File: config.mk
export PLATFORM = sky130hd
export DESIGN_NAME = datapath_param
export DESIGN_NICKNAME = d
export VERILOG_FILES = /design/src/rtl/datapath_param_pkg.sv /design/src/rtl/regfile_param.sv /design/src/rtl/datapath_param.sv
export SDC_FILE = /design/constraint.sdc
export NUM_CORES = 1
export LEC_CHECK = 0
export CAP_MARGIN = 20
export CELL_PAD_IN_SITES_DETAIL_PLACEMENT = 2
export CELL_PAD_IN_SITES_GLOBAL_PLACEMENT = 2
export CORE_MARGIN = 2
export CORE_UTILIZATION = 40
export CTS_BUF_LIST = sky130_fd_sc_hd__clkbuf_16
export CTS_CLUSTER_SIZE = 28
export DETAILED_ROUTE_END_ITERATION = 16
export GPL_ROUTABILITY_DRIVEN = 0
export GPL_TIMING_DRIVEN = 0
export PLACE_DENSITY_LB_ADDON = 0.1
export SYNTH_ARGS = -nofsm -noshare
export SYNTH_HDL_FRONTEND = slang
export SYNTH_SLANG_ARGS = --single-unit
File: constraint.sdc
create_clock -name clk -period 7 [get_ports clk]
set_clock_uncertainty 0.1 [all_clocks]
set_input_delay 1.4 -clock clk [delete_from_list [all_inputs] [get_ports clk]]
set_output_delay 1.4 -clock clk [all_outputs]
set_load 0.02 [all_outputs]
File: src/rtl/datapath_param_pkg.sv
// Shared types and default parameter values for the parameterised two-stage datapath.
package datapath_param_pkg;

  localparam int unsigned DEF_DATA_W   = 8;
  localparam int unsigned DEF_NB_REGS  = 16;
  localparam int unsigned DEF_NB_IN    = 8;
  localparam int unsigned DEF_SAT_MODE = 0;
  localparam int unsigned OP_W         = 3;

  typedef enum logic [OP_W-1:0] {
    OP_ADD  = 3'b000,
    OP_SUB  = 3'b001,
    OP_AND  = 3'b010,
    OP_OR   = 3'b011,
    OP_XOR  = 3'b100,
    OP_NOT  = 3'b101,
    OP_PASS = 3'b110,
    OP_LOAD = 3'b111
  } op_t;

endpackage

File: src/rtl/regfile_param.sv
// NB_REGS x DATA_W register file: two asynchronous read ports, one synchronous write port,
// register 0 reads as zero and ignores writes.
module regfile_param #(
  parameter int unsigned DATA_W  = 8,
  parameter int unsigned NB_REGS = 16,
  localparam int unsigned AW     = $clog2(NB_REGS)
) (
  input  logic              clk,
  input  logic              rst,
  input  logic              we,
  input  logic [AW-1:0]     wa,
  input  logic [DATA_W-1:0] wd,
  input  logic [AW-1:0]     raa,
  input  logic [AW-1:0]     rab,
  output logic [DATA_W-1:0] rda_c,
  output logic [DATA_W-1:0] rdb_c
);

  logic [DATA_W-1:0] mem [NB_REGS];

  // Reset wins over any pending write-back.
  always_ff @(posedge clk) begin
    if (rst) begin
      for (int i = 0; i < int'(NB_REGS); i++) begin
        mem[i] <= '0;
      end
    end else if (we && (wa != '0)) begin
      mem[wa] <= wd;
    end
  end

  assign rda_c = (raa == '0) ? '0 : mem[raa];
  assign rdb_c = (rab == '0) ? '0 : mem[rab];

endmodule

File: src/rtl/datapath_param.sv
// Two-stage datapath: issue (operand read + ALU + saturation) then register-file write-back,
// with a bypass from the pending write-back to both operand ports.
module datapath_param
  import datapath_param_pkg::*;
#(
  parameter int unsigned DATA_W   = DEF_DATA_W,
  parameter int unsigned NB_REGS  = DEF_NB_REGS,
  parameter int unsigned NB_IN    = DEF_NB_IN,
  parameter int unsigned SAT_MODE = DEF_SAT_MODE,
  localparam int unsigned RA_W    = $clog2(NB_REGS),
  localparam int unsigned SEL_W   = $clog2(NB_IN)
) (
  input  logic                    clk,
  input  logic                    rst,
  input  logic [NB_IN*DATA_W-1:0] InPort,
  input  logic [SEL_W-1:0]        Sel,
  input  logic                    Wen,
  input  logic [RA_W-1:0]         WA,
  input  logic [RA_W-1:0]         RAA,
  input  logic [RA_W-1:0]         RAB,
  input  logic [OP_W-1:0]         Op,
  input  logic                    OutEn,
  output logic [DATA_W-1:0]       OutPort,
  output logic                    Flag,
  output logic                    Carry
);

  logic [DATA_W-1:0] rf_a;
  logic [DATA_W-1:0] rf_b;
  logic [DATA_W-1:0] op_a;
  logic [DATA_W-1:0] op_b;
  logic [DATA_W-1:0] alu_res;
  logic              alu_carry;
  logic [DATA_W:0]   sum_ext;
  logic [DATA_W:0]   diff_ext;
  logic              pend_valid;
  logic [RA_W-1:0]   pend_wa;
  logic [DATA_W-1:0] pend_res;
  logic [DATA_W-1:0] in_ch [NB_IN];

  for (genvar k = 0; k < int'(NB_IN); k++) begin : g_ch
    assign in_ch[k] = InPort[k*DATA_W +: DATA_W];
  end

  regfile_param #(
    .DATA_W  (DATA_W),
    .NB_REGS (NB_REGS)
  ) u_rf (
    .clk   (clk),
    .rst   (rst),
    .we    (pend_valid),
    .wa    (pend_wa),
    .wd    (pend_res),
    .raa   (RAA),
    .rab   (RAB),
    .rda_c (rf_a),
    .rdb_c (rf_b)
  );

  // Bypass the not-yet-written result; register 0 never forwards.
  always_comb begin
    op_a = rf_a;
    op_b = rf_b;
    if (pend_valid && (pend_wa != '0)) begin
      if (RAA == pend_wa) op_a = pend_res;
      if (RAB == pend_wa) op_b = pend_res;
    end
  end

  // ALU; the extra MSB of sum/diff is the carry out or the borrow (A < B).
  always_comb begin
    sum_ext   = {1'b0, op_a} + {1'b0, op_b};
    diff_ext  = {1'b0, op_a} - {1'b0, op_b};
    alu_res   = '0;
    alu_carry = 1'b0;
    case (op_t'(Op))
      OP_ADD: begin
        alu_carry = sum_ext[DATA_W];
        alu_res   = ((SAT_MODE != 0) && alu_carry) ? '1 : sum_ext[DATA_W-1:0];
      end
      OP_SUB: begin
        alu_carry = diff_ext[DATA_W];
        alu_res   = ((SAT_MODE != 0) && alu_carry) ? '0 : diff_ext[DATA_W-1:0];
      end
      OP_AND:  alu_res = op_a & op_b;
      OP_OR:   alu_res = op_a | op_b;
      OP_XOR:  alu_res = op_a ^ op_b;
      OP_NOT:  alu_res = ~op_a;
      OP_PASS: alu_res = op_a;
      OP_LOAD: alu_res = in_ch[Sel];
      default: alu_res = '0;
    endcase
  end

  // Issue-stage registers, status flags and output port.
  always_ff @(posedge clk) begin
    if (rst) begin
      pend_valid <= 1'b0;
      pend_wa    <= '0;
      pend_res   <= '0;
      Flag       <= 1'b0;
      Carry      <= 1'b0;
      OutPort    <= '0;
    end else begin
      pend_valid <= Wen;
      if (Wen) begin
        pend_wa  <= WA;
        pend_res <= alu_res;
        Flag     <= (alu_res == '0);
        Carry    <= alu_carry;
      end
      if (OutEn) begin
        OutPort <= op_a;
      end
    end
  end

endmodule

==> results of run 1 <==
[per-stage QoR]
stage	TNS, ns	setup slack (ns)	instances
2_1_floorplan	0	1.107	797
3_3_place_gp	-0.0005018	-0.0005018	1207
3_5_place_dp	-0.1561	-0.1129	1209
4_1_cts	0	0.3509	1241
5_1_grt	0	0.09086	1241
6_report	0	0.4669	1241
[worst max path at each step]
stage / from / endpoint / cells past startpoint
global placement: RAB[0] / Flag$_SDFFE_PP0P_ / 19
CTS: RAB[0] / Flag$_SDFFE_PP0P_ / 19
detailed placement: RAB[0] / Flag$_SDFFE_PP0P_ / 19
global route: RAB[0] / Flag$_SDFFE_PP0P_ / 23
floorplan: RAB[0] / Flag$_SDFFE_PP0P_ / 19
finish: RAB[0] / Flag$_SDFFE_PP0P_ / 19
[critical path: cells and delay by family]
kind | cells | cell delay, ns
buf+inv | 4 | 1.32
simple gates | 2 | 0.67
fa+ha+maj | 2 | 0.73
mux | 1 | 0.58
compound gates | 10 | 2.04
[sequential cells by signal, summed over array words and instances, names as in the netlist]
name and count:
OutPort 8, Flag 1, pend_valid 1, pend_res 8, pend_wa 4, Carry 1, u_rf.mem 128
[power by group]
group          switching [mW]  total (mW)  internal (mW)  leakage (nW)
clock network           0.413       0.947          0.534         0.284
registers              0.0378        1.05           1.01          1.50
logic                   0.321       0.566          0.245          2.55
total                   0.772        2.56           1.79          4.34
[timing repair]
item,4_1_cts,5_1_grt
setup endpoints to repair,0,1
resized for setup,0,1
endpoints found under the hold margin,0,0
[cells in the mapped netlist (all sizes together) (6+ instances only)]
cell type | instances | area [um2]
a211oi | 16 | 120.1
a21oi | 25 | 128.9
a22o | 9 | 78.83
a22oi | 10 | 75.07
and2 | 121 | 757.0
buf | 26 | 165.2
clkbuf | 31 | 116.4
dfxtp | 23 | 460.4
edfxtp | 128 | 3844
ha | 21 | 262.8
inv | 24 | 90.09
mux2 | 6 | 67.56
mux2i | 40 | 400.4
mux4 | 79 | 1794
nand2 | 26 | 97.59
nand2b | 7 | 43.79
nand3 | 9 | 45.04
nor2 | 60 | 225.2
nor2b | 8 | 50.05
nor3 | 6 | 30.03
o21ai | 11 | 55.05
o21bai | 6 | 45.04
or2 | 16 | 100.1
xnor2 | 8 | 70.07
xor2 | 7 | 61.31
[logic make-up after synthesis]
logic type / after synthesis
flip-flops: 151
multiplexers: 125
AND/OR/NAND/NOR: 267
XOR/XNOR: 15
buffers and inverters: 82
adder cells (fa/ha/maj): 24
other: 1
AO/OA/AOI/OAI: 125
[cell type report]
class / count / area [um2]
plain buffers: 57 / 284.0
clock buffers: 17 / 425.4
clock inverters: 15 / 165.2
fillers: 2400 / 12490
inverters: 25 / 93.84
multi-input cells: 564 / 5132
flip-flops and latches: 151 / 4304
well taps: 324 / 405.4
repair buffers: 88 / 875.8
[per-layer routing]
| layer | share of wire, % | up-vias |
|---|---|---|
| met5 | 0 | - |
| met4 | 4.0 | 0 |
| met3 | 4.1 | 76 |
| met2 | 54 | 255 |
| met1 | 38 | 3886 |
| li1 | - | 3235 |
==> summary.md, run 1 <==
| Metric | Value |
|---|---|
| Final setup viols | `0` |
| First-pass GRT wire length | `54,990 um` |
| Core Util, Final | `48.34%` |
| Layout Area Growth over Synthesis | `19.42%` |
| Detailed Route Iter0 Violations | `517` |
| Worst Hold Depth | `2` |
| Post-synthesis sequential area ratio | `43.98%` |
| Max incr delay on CP | `0.58 ns` |
| Worst Path Max Fanout | `10` |
| DRC Markers | `0` |
| Commonest cells after routing, fill and taps aside | `128 x edfxtp_1, 121 x and2_1, 86 x clkdlybuf4s50_1, 75 x mux4_2, 60 x nor2_1` |
| CTS sink cnt | `151` |
| Max Cap Viol | `0` |
| CTS buffer count | `17` |
| H-tree depth | `4` |
| Worst-Skew Late Latency | `0.44 ns` |
| Met1 Track Usage GR | `32.90%` |
| R2R setup slack | `2.11 ns` |
| Syn avg cell area | `12.39 um2` |
| Worst endpoint required time | `7.23 ns` |
| Cell Pwr Density | `219.4 nW/um2` |
| RR Endpoint | `Flag$_SDFFE_PP0P_` |
| Post-CTS setup buffer count | `0` |
| Synth Instances | `790` |
| Core box area | `24,180 um2` |
| Hold Crit Endpoint | `OutPort[5]$_SDFFE_PP0P_` |
| Min Tclk post-route | `6.533 ns` |
| Compound-cell area share of the yosys netlist | `9.717%` |
| Slew @ Worst Pin | `0.9670 ns` |
| DP Area | `11,090 um2` |
| Final WL | `36,610 um` |
| Synthesized cell area | `9786 um2` |
| WP data arrival | `6.76 ns` |
| Fin area | `11,690 um2` |
| CTS max path bufs | `2` |
| XOR/XNOR Fraction of Synth Area | `1.343%` |
| Largest net degree at the start of global routing | `17` |
| DP HPWL | `27,610 um` |
| Routed Antenna Nets | `0` |
| Register bit count reported by yosys | `151` |
| Drt via density | `6.005` |
| Worst setup SP type | `input port` |
| Fin crit share | `93.33%` |
| Initial antenna violation count | `0` |
| DIE WIDTH | `160.4 um` |
| CP Cell Sequence | `buf_6, buf_2, clkbuf_4, buf_2, mux4_2, a22oi_1, o21ai_0, a22o_1, ha_1, fa_1, o21ba_2, o21bai_1, a21o_1, a311o_1, o211ai_2, or4_1, nand4_1, o21ai_0, a31o_1` |
| Port Buffers | `86` |
| Slew Viols, Final | `0` |
| Post-synth top flop | `edfxtp_1` |
| Overflow after GRT | `0` |
| Yosys warnings | `0` |
| Top-level I/O count | `96` |
| # diodes | `0` |
| Reg2Reg Launch Point | `pend_wa[2]$_SDFFE_PP0P_` |
| Fmax | `153.1 MHz` |
| Layout cells sized above 1 | `17.12%` |
| Min-delay src | `OutPort[5]$_SDFFE_PP0P_` |
| Final hold viol count | `0` |
| Async set-or-reset flop fraction in the synthesized netlist | `0%` |
| CTS tree | `done` |
| Fin nets | `1,013` |
| GRT busiest layer | `met2` |
| Routed len/inst | `29.50 um` |
| Worst vdd ir | `165.1 uV` |
| Synth Area in Simple Gates | `14.77%` |
| Outcome | `finished, final reports clean` |
| DR pass1 iterations | `5` |
| Hold_buf cts | `0` |
| Multiplexer share of the synthesized area | `23.12%` |
| Global Route Usage Sum | `29.21%` |
| Critical-path top delay cell | `mux4_2` |
| Starting Density | `40.48%` |
| Die span in y | `160.4 um` |
| Post-synth EDFFs | `128` |
| Yosys cell types | `69` |
| Unrepaired setup endpoints after global routing | `false` |
| Clock root buffer | `clkbuf_16` |
| Clk pin slew, worst setup/hold paths | `0.07 ns` |
| Core Rows | `57` |
| Synth Area in Adders | `3.197%` |
| Static Leak | `4.336 nW` |
| Relative slew slack | `35.29%` |
| Vias | `7,452` |
| Global-route met2 utilization | `55.29%` |
| Tot Pwr | `2.564 mW` |
| Main combinational cell family by area after synthesis | `multiplexers` |
| Met3 Use GR | `3.796%` |
| Crit path kind | `in -> reg` |
| Vias in the first global route | `8,387` |
| Crit. End Element | `flop` |
| Commonest non-fill, non-tap cell in the layout | `edfxtp_1` |
| Hold Crit Class | `reg -> reg` |
| Worst hold slack | `0.4010 ns` |
| Die area | `25,730 um2` |
| Worst reg-to-reg path cell count | `17` |
Note: power is estimated with default switching activity, not from simulation.
==> inputs of run 2 (changes only) <==
--- a/config.mk
+++ b/config.mk
@@ -5,12 +5,13 @@
 export SDC_FILE = /design/constraint.sdc
 export NUM_CORES = 1
 export LEC_CHECK = 0
+export ABC_AREA = 1
 export CAP_MARGIN = 20
 export CELL_PAD_IN_SITES_DETAIL_PLACEMENT = 2
 export CELL_PAD_IN_SITES_GLOBAL_PLACEMENT = 2
+export CORE_ASPECT_RATIO = 0.6
 export CORE_MARGIN = 2
-export CORE_UTILIZATION = 40
-export CTS_BUF_LIST = sky130_fd_sc_hd__clkbuf_16
+export CORE_UTILIZATION = 34
 export CTS_CLUSTER_SIZE = 28
 export DETAILED_ROUTE_END_ITERATION = 16
 export GPL_ROUTABILITY_DRIVEN = 0
==> run 2 against run 1 <==
Compared with the run above:
- global-route usage rose by 3.2 points
- first-iteration DRC count rose by 75%
- via count rose by 42%
- final cell count rose by 51%
==> summary.md, run 2 <==
| Metric | Value |
|---|---|
| Outcome | `finished, final reports clean` |
| Setup TNS | `0 ns` |
| Biggest regs | `u_rf.mem x128, OutPort x8, pend_res x8` |
| Leading area contributor after synthesis | `edfxtp_1` |
| Overflow after GRT | `0` |
| Initial antenna violation count | `2` |
| Crit. End Element | `flop` |
| Port Buffers | `90` |
| Worst setup SP type | `input port` |
| First-pass GRT wire length | `71,080 um` |
| H-tree depth | `4` |
| Critical-path top delay cell | `clkdlybuf4s50_1` |
| Core box area | `28,890 um2` |
| Vias | `10.62k` |
| Clock root buffer | `clkbuf_16` |
| CTS buffer count | `17` |
| WP data arrival | `6.59 ns` |
| Top-level I/O count | `96` |
| # fillers | `3,377` |
| Largest Register | `u_rf.mem` |
| Hold Crit Class | `reg -> reg` |
| Min Tclk post-route | `6.283 ns` |
| Worst endpoint required time | `7.31 ns` |
| Final WL | `48,810 um` |
| Fin crit share | `89.76%` |
| Register bit count reported by yosys | `151` |
| DRC Markers | `0` |
| Max Cap Viol | `0` |
| Slew Viols, Final | `0` |
| Core Rows | `48` |
| Synthesized cell area | `10,030 um2` |
| Slew @ Worst Pin | `0.9258 ns` |
| Fmax | `159.2 MHz` |
| Post-synth EDFFs | `128` |
| Post-synthesis sequential area ratio | `42.89%` |
| Fin nets | `1,576` |
| PostCTS Resize Cnt | `0` |
| Unrepaired setup endpoints after global routing | `false` |
| DP HPWL | `37,260 um` |
| Drt via density | `5.648` |
| Main area contributors after synthesis | `edfxtp_1 38%, nand2_1 10%, nor2_1 9.1%` |
| Hold_buf cts | `0` |
| Max reg flops | `128` |
| Area share of the largest cell type after synthesis | `38.30%` |
| Most frequent cell after synthesis | `nand2_1` |
| Final hold viol count | `0` |
| Final setup viols | `0` |
| Global Route Usage Sum | `32.37%` |
| Detailed Route Iter0 Violations | `906` |
| Worst-Skew Late Latency | `0.47 ns` |
| Routed Antenna Nets | `0` |
| Yosys cell types | `47` |
| Cell Pwr Density | `216.0 nW/um2` |
| Max incr delay on CP | `0.65 ns` |
| Fin area | `12,060 um2` |
| Starting Density | `34.74%` |
| Layout Area Growth over Synthesis | `20.17%` |
| Crit path kind | `in -> reg` |
| Clk pin slew, worst setup/hold paths | `0.08 ns` |
| Vias in the first global route | `10.83k` |
| # diodes | `0` |
| Static Leak | `4.973 nW` |
| Die area | `30,950 um2` |
| Layout cells sized above 1 | `6.959%` |
| Routed len/inst | `25.96 um` |
| Worst Path Max Fanout | `10` |
| DP Area | `11,470 um2` |
| DIE WIDTH | `225.8 um` |
| Post-synth top flop | `edfxtp_1` |
| Post-CTS setup buffer count | `0` |
| CTS sink cnt | `151` |
| Largest net degree at the start of global routing | `17` |
| Yosys warnings | `0` |
| Synth Instances | `1,350` |
| Relative slew slack | `38.28%` |
| Syn avg cell area | `7.433 um2` |
| Worst vdd ir | `152.3 uV` |
| Commonest cells after routing, fill and taps aside | `280 x nand2_1, 244 x nor2_1, 140 x inv_1, 128 x edfxtp_1, 126 x o21ai_0` |
| CP dominant cell by count | `nand2_1` |
| Commonest non-fill, non-tap cell in the layout | `nand2_1` |
| CTS max path bufs | `2` |
| Die span in y | `137.1 um` |
| Synth top cells by count | `280 x nand2_1, 244 x nor2_1, 140 x inv_1, 128 x edfxtp_1, 126 x o21ai_0` |
| DR pass1 iterations | `5` |
| CTS tree | `done` |
| Async set-or-reset flop fraction in the synthesized netlist | `0%` |
run 2: cell types whose count changed in the layout (fill, tap and decap cells not counted), moves of 37 or more:
cell      previous run  this run
nand2_1             26       280
nor2_1              60       244
and2_1             121         0
o21ai_0             10       126
inv_1               25       140
nand3_1              9        86
mux4_2              75         0
o211ai_1             4        59
mux2i_1             40         1
a21oi_1             24        61
run 2: stage by stage:
step | power, mW | setup WS [ns] | util, % | hold WS (ns) | std cells
floorplan | 1.392 | 2.058 | - | 0.4234 | 1357
global placement | 1.631 | 0.5284 | 39.68 | 0.3670 | 1847
detailed placement | 1.653 | 0.4249 | 39.72 | 0.3740 | 1848
CTS | 2.588 | 0.8330 | 41.74 | 0.3925 | 1880
global route | 2.694 | 0.3196 | 41.74 | 0.4376 | 1880
finish | 2.605 | 0.7171 | 41.74 | 0.3878 | 1880
run 2: per-layer routing:
layer | part of all wire [%] | routed length, um | GRT usage [%] | vias up
li1 | - | - | - | 4723
met1 | 48 | 23420 | 47.97 | 5368
met2 | 39 | 18990 | 44.41 | 482
met3 | 12 | 5719 | 11.23 | 46
met4 | 1.4 | 682 | 7.285 | 0
met5 | 0 | 0 | 0 | -
run 2: final timing paths:
| check | cells after the start | endpoint | from | slack, ns |
|---|---|---|---|---|
| worst max-delay path | 28 | Flag$_SDFFE_PP0P_ | RAB[1] | 0.72 |
| worst min-delay path | 2 | OutPort[6]$_SDFFE_PP0P_ | OutPort[6]$_SDFFE_PP0P_ | 0.39 |
| worst max register to register | 27 | Flag$_SDFFE_PP0P_ | pend_wa[2]$_SDFFE_PP0P_ | 2.59 |
| worst min register to register | 2 | OutPort[6]$_SDFFE_PP0P_ | OutPort[6]$_SDFFE_PP0P_ | 0.39 |
run 2: worst max-delay path, delay by kind of cell:
kind                       cells  cell delay [ns]
AOI/OAI and AO/OA              7             1.16
and+or+nand+nor               14             1.51
buffers and inverters          5             1.84
adders and majority gates      2             0.69
run 2: power breakdown:
part	total, mW	leakage (nW)	switching (mW)	internal (mW)
logic	0.614	3.17	0.424	0.190
clock network	0.951	0.291	0.460	0.491
registers	1.04	1.51	0.0264	1.01
total	2.60	4.97	0.911	1.69
run 2: cell families (layout without fill, tap and decap cells):
logic type	count (synthesis)	in the layout	synth area share, %
adders and majority gates	23	23	3.017
AOI/OAI and AO/OA	289	289	16.93
other	1	8	0.03737
muxes	1	1	0.09975
and+or+nand+nor	646	646	26.62
buffers and inverters	229	352	9.526
DFF	151	151	42.89
xor gates and xnor gates	10	10	0.8729
run 2: cell type report:
class,instances,area (um2),share of cell area (%)
inverter,152,570.5,4.731
tap,400,500.5,4.150
timing repair buffer,91,908.4,7.533
multi-input combinational,977,4806,39.85
clock inverter,14,133.9,1.110
buffer,77,385.4,3.196
sequential,151,4304,35.69
clock buffer,18,450.4,3.735
==> inputs of run 3 (changes only) <==
--- a/config.mk
+++ b/config.mk
@@ -11,7 +11,7 @@
 export CELL_PAD_IN_SITES_GLOBAL_PLACEMENT = 2
 export CORE_ASPECT_RATIO = 0.6
 export CORE_MARGIN = 2
-export CORE_UTILIZATION = 34
+export CORE_UTILIZATION = 36
 export CTS_CLUSTER_SIZE = 28
 export DETAILED_ROUTE_END_ITERATION = 16
 export GPL_ROUTABILITY_DRIVEN = 0
==> constraint.sdc (replaced) <==
create_clock -name clk -period 7.8 [get_ports clk]
set_clock_uncertainty 0.1 [all_clocks]
set_input_delay 1.56 -clock clk [delete_from_list [all_inputs] [get_ports clk]]
set_output_delay 1.56 -clock clk [all_outputs]
set_load 0.02 [all_outputs]
==> run 3 against run 2 <==
Compared with the run above:
- critical path depth decreased by 1
- wire length decreased by 0.52%
- power decreased by 11%
- via count about the same
- clock power decreased by 12%
- non-clock buffer count decreased by 1
- sequential power decreased by 10%
- sequential share of layout area increased by 0.20 points
==> summary.md, run 3 (synthesis gave the netlist of run 2 again) <==
| Metric | Value |
|---|---|
| Outcome | `finished, final reports clean` |
| Vias | `10.63k` |
| Fin crit share | `82.96%` |
| Overflow after GRT | `0` |
| Final setup viols | `0` |
| Post-CTS setup buffer count | `0` |
| CTS max path bufs | `2` |
| Final WL | `48,560 um` |
| CTS sink cnt | `151` |
| WP data arrival | `6.76 ns` |
| Commonest non-fill, non-tap cell in the layout | `nand2_1` |
| DR pass1 iterations | `5` |
| Global Route Usage Sum | `33.38%` |
| # diodes | `0` |
| Routed Antenna Nets | `0` |
| PostCTS Resize Cnt | `0` |
| Relative slew slack | `41.51%` |
| Hold Crit Class | `reg -> reg` |
| Slew Viols, Final | `0` |
| Final WS setup | `1.329 ns` |
| Clk pin slew, worst setup/hold paths | `0.07 ns` |
| Layout cells sized above 1 | `6.964%` |
| CTS buffer count | `17` |
| Worst slack, placed | `1.017 ns` |
| Sequential cell area | `4304 um2` |
| DIE WIDTH | `219.5 um` |
| Worst Hold Depth | `2` |
| Largest Register | `u_rf.mem` |
| Detailed Route Iter0 Violations | `1,009` |
| Vias in the first global route | `10.74k` |
| Initial antenna violation count | `0` |
| Setup TNS | `0 ns` |
| Clock root buffer | `clkbuf_16` |
| Port Buffers | `90` |
| Unrepaired setup endpoints after global routing | `false` |
| Die span in y | `133.3 um` |
| Routed len/inst | `26.30 um` |
| Drt via density | `5.757` |
| DP HPWL | `36,970 um` |
| Worst Path Max Fanout | `10` |
| Worst-Skew Late Latency | `0.46 ns` |
| Max reg flops | `128` |
| Biggest regs | `u_rf.mem x128, OutPort x8, pend_res x8` |
| Fin area | `11,990 um2` |
| Worst reg-to-reg path cell count | `29` |
| Crit path kind | `in -> reg` |
| Static Leak | `4.964 nW` |
| Largest net degree at the start of global routing | `17` |
| Max Cap Viol | `0` |
| H-tree depth | `4` |
| Crit. End Element | `flop` |
| Worst vdd ir | `174.9 uV` |
| Min Tclk post-route | `6.471 ns` |
| Slew @ Worst Pin | `0.8774 ns` |
| Worst endpoint required time | `8.08 ns` |
| Post-Layout Cell Count | `1,846` |
| Worst setup SP type | `input port` |
| Core box area | `27,460 um2` |
| Core Rows | `47` |
| # fillers | `3,182` |
| Placed Instances | `1,814` |
| Top-level I/O count | `96` |
| DP Area | `11,430 um2` |
| First-pass GRT wire length | `69,850 um` |
| CTS tree | `done` |
| Area occupied by multi-input gates | `4811 um2` |
| Die area | `29,270 um2` |
| Cell Pwr Density | `193.7 nW/um2` |
| Final hold viol count | `0` |
| Commonest cells after routing, fill and taps aside | `280 x nand2_1, 244 x nor2_1, 140 x inv_1, 128 x edfxtp_1, 126 x o21ai_0` |
| Fin nets | `1,575` |
| Layout Area Growth over Synthesis | `19.51%` |
| Starting Density | `36.54%` |
| DRC Markers | `0` |
| Hold_buf cts | `0` |
| Fmax | `154.5 MHz` |
## run 3: cell count changes in the layout (fill, tap and decap cells not counted), sizes merged
| cell | previous run | this run |
|---|---|---|
| buf | 39 | 38 |
| inv | 155 | 157 |
| clkinv | 11 | 9 |
## run 3: area by class of cell
| type | instances | area share (%) |
|---|---|---|
| Inverter | 152 | 4.757 |
| Timing Repair Buffer | 90 | 7.512 |
| Buffer | 77 | 3.213 |
| Clock inverter | 14 | 0.9285 |
| Multi-Input combinational cell | 977 | 40.11 |
| Sequential cell | 151 | 35.89 |
| Tap cell | 367 | 3.829 |
| Clock buffer | 18 | 3.756 |
## run 3: per-layer routing
layer  up-vias  part of all wire [%]  GRT usage (%)
li1       4715                     -              -
met1      5367                    47          51.10
met3        40                    12          11.03
met4         2                   1.2          6.982
met5         -                  0.16          2.000
met2       504                    39          44.69
## run 3: through the flow
step	utilization [%]	hold slack, ns	total power [mW]
2_1_floorplan	-	0.4234	1.249
3_3_place_gp	41.59	0.3678	1.459
3_5_place_dp	41.62	0.3758	1.482
4_1_cts	43.67	0.3973	2.303
5_1_grt	43.67	0.4280	2.399
6_report	43.67	0.3919	2.323
## run 3: power breakdown
group	switching (mW)	internal, mW	total [mW]
Clock	0.403	0.435	0.837
Combinational	0.382	0.171	0.553
Sequential	0.0239	0.909	0.933
## run 3: worst paths after layout
path / endpoint / slack [ns] / start
max: Flag$_SDFFE_PP0P_ / 1.33 / RAB[0]
min: OutPort[5]$_SDFFE_PP0P_ / 0.39 / OutPort[5]$_SDFFE_PP0P_
max reg2reg: Flag$_SDFFE_PP0P_ / 3.33 / pend_wa[0]$_SDFFE_PP0P_
min reg2reg: OutPort[5]$_SDFFE_PP0P_ / 0.39 / OutPort[5]$_SDFFE_PP0P_
## run 3: critical path, stage by stage
cell	delay, ns
buf_2	0.16
buf_2	0.29
buf_2	0.35
buf_1	0.70
a21oi_1	0.16
o21ai_0	0.12
nand2_1	0.09
o32ai_1	0.32
o21ai_0	0.17
a22oi_1	0.41
inv_1	0.17
ha_1	0.35
inv_1	0.10
o21ai_0	0.14
a21oi_1	0.30
nor3_1	0.09
or2_2	0.30
nand2_1	0.07
nand2_1	0.06
nand2_1	0.07
nand2_1	0.07
xor2_1	0.14
nand2_1	0.08
nand3_2	0.13
nor2_1	0.16
nor2_1	0.07
nor2_1	0.09
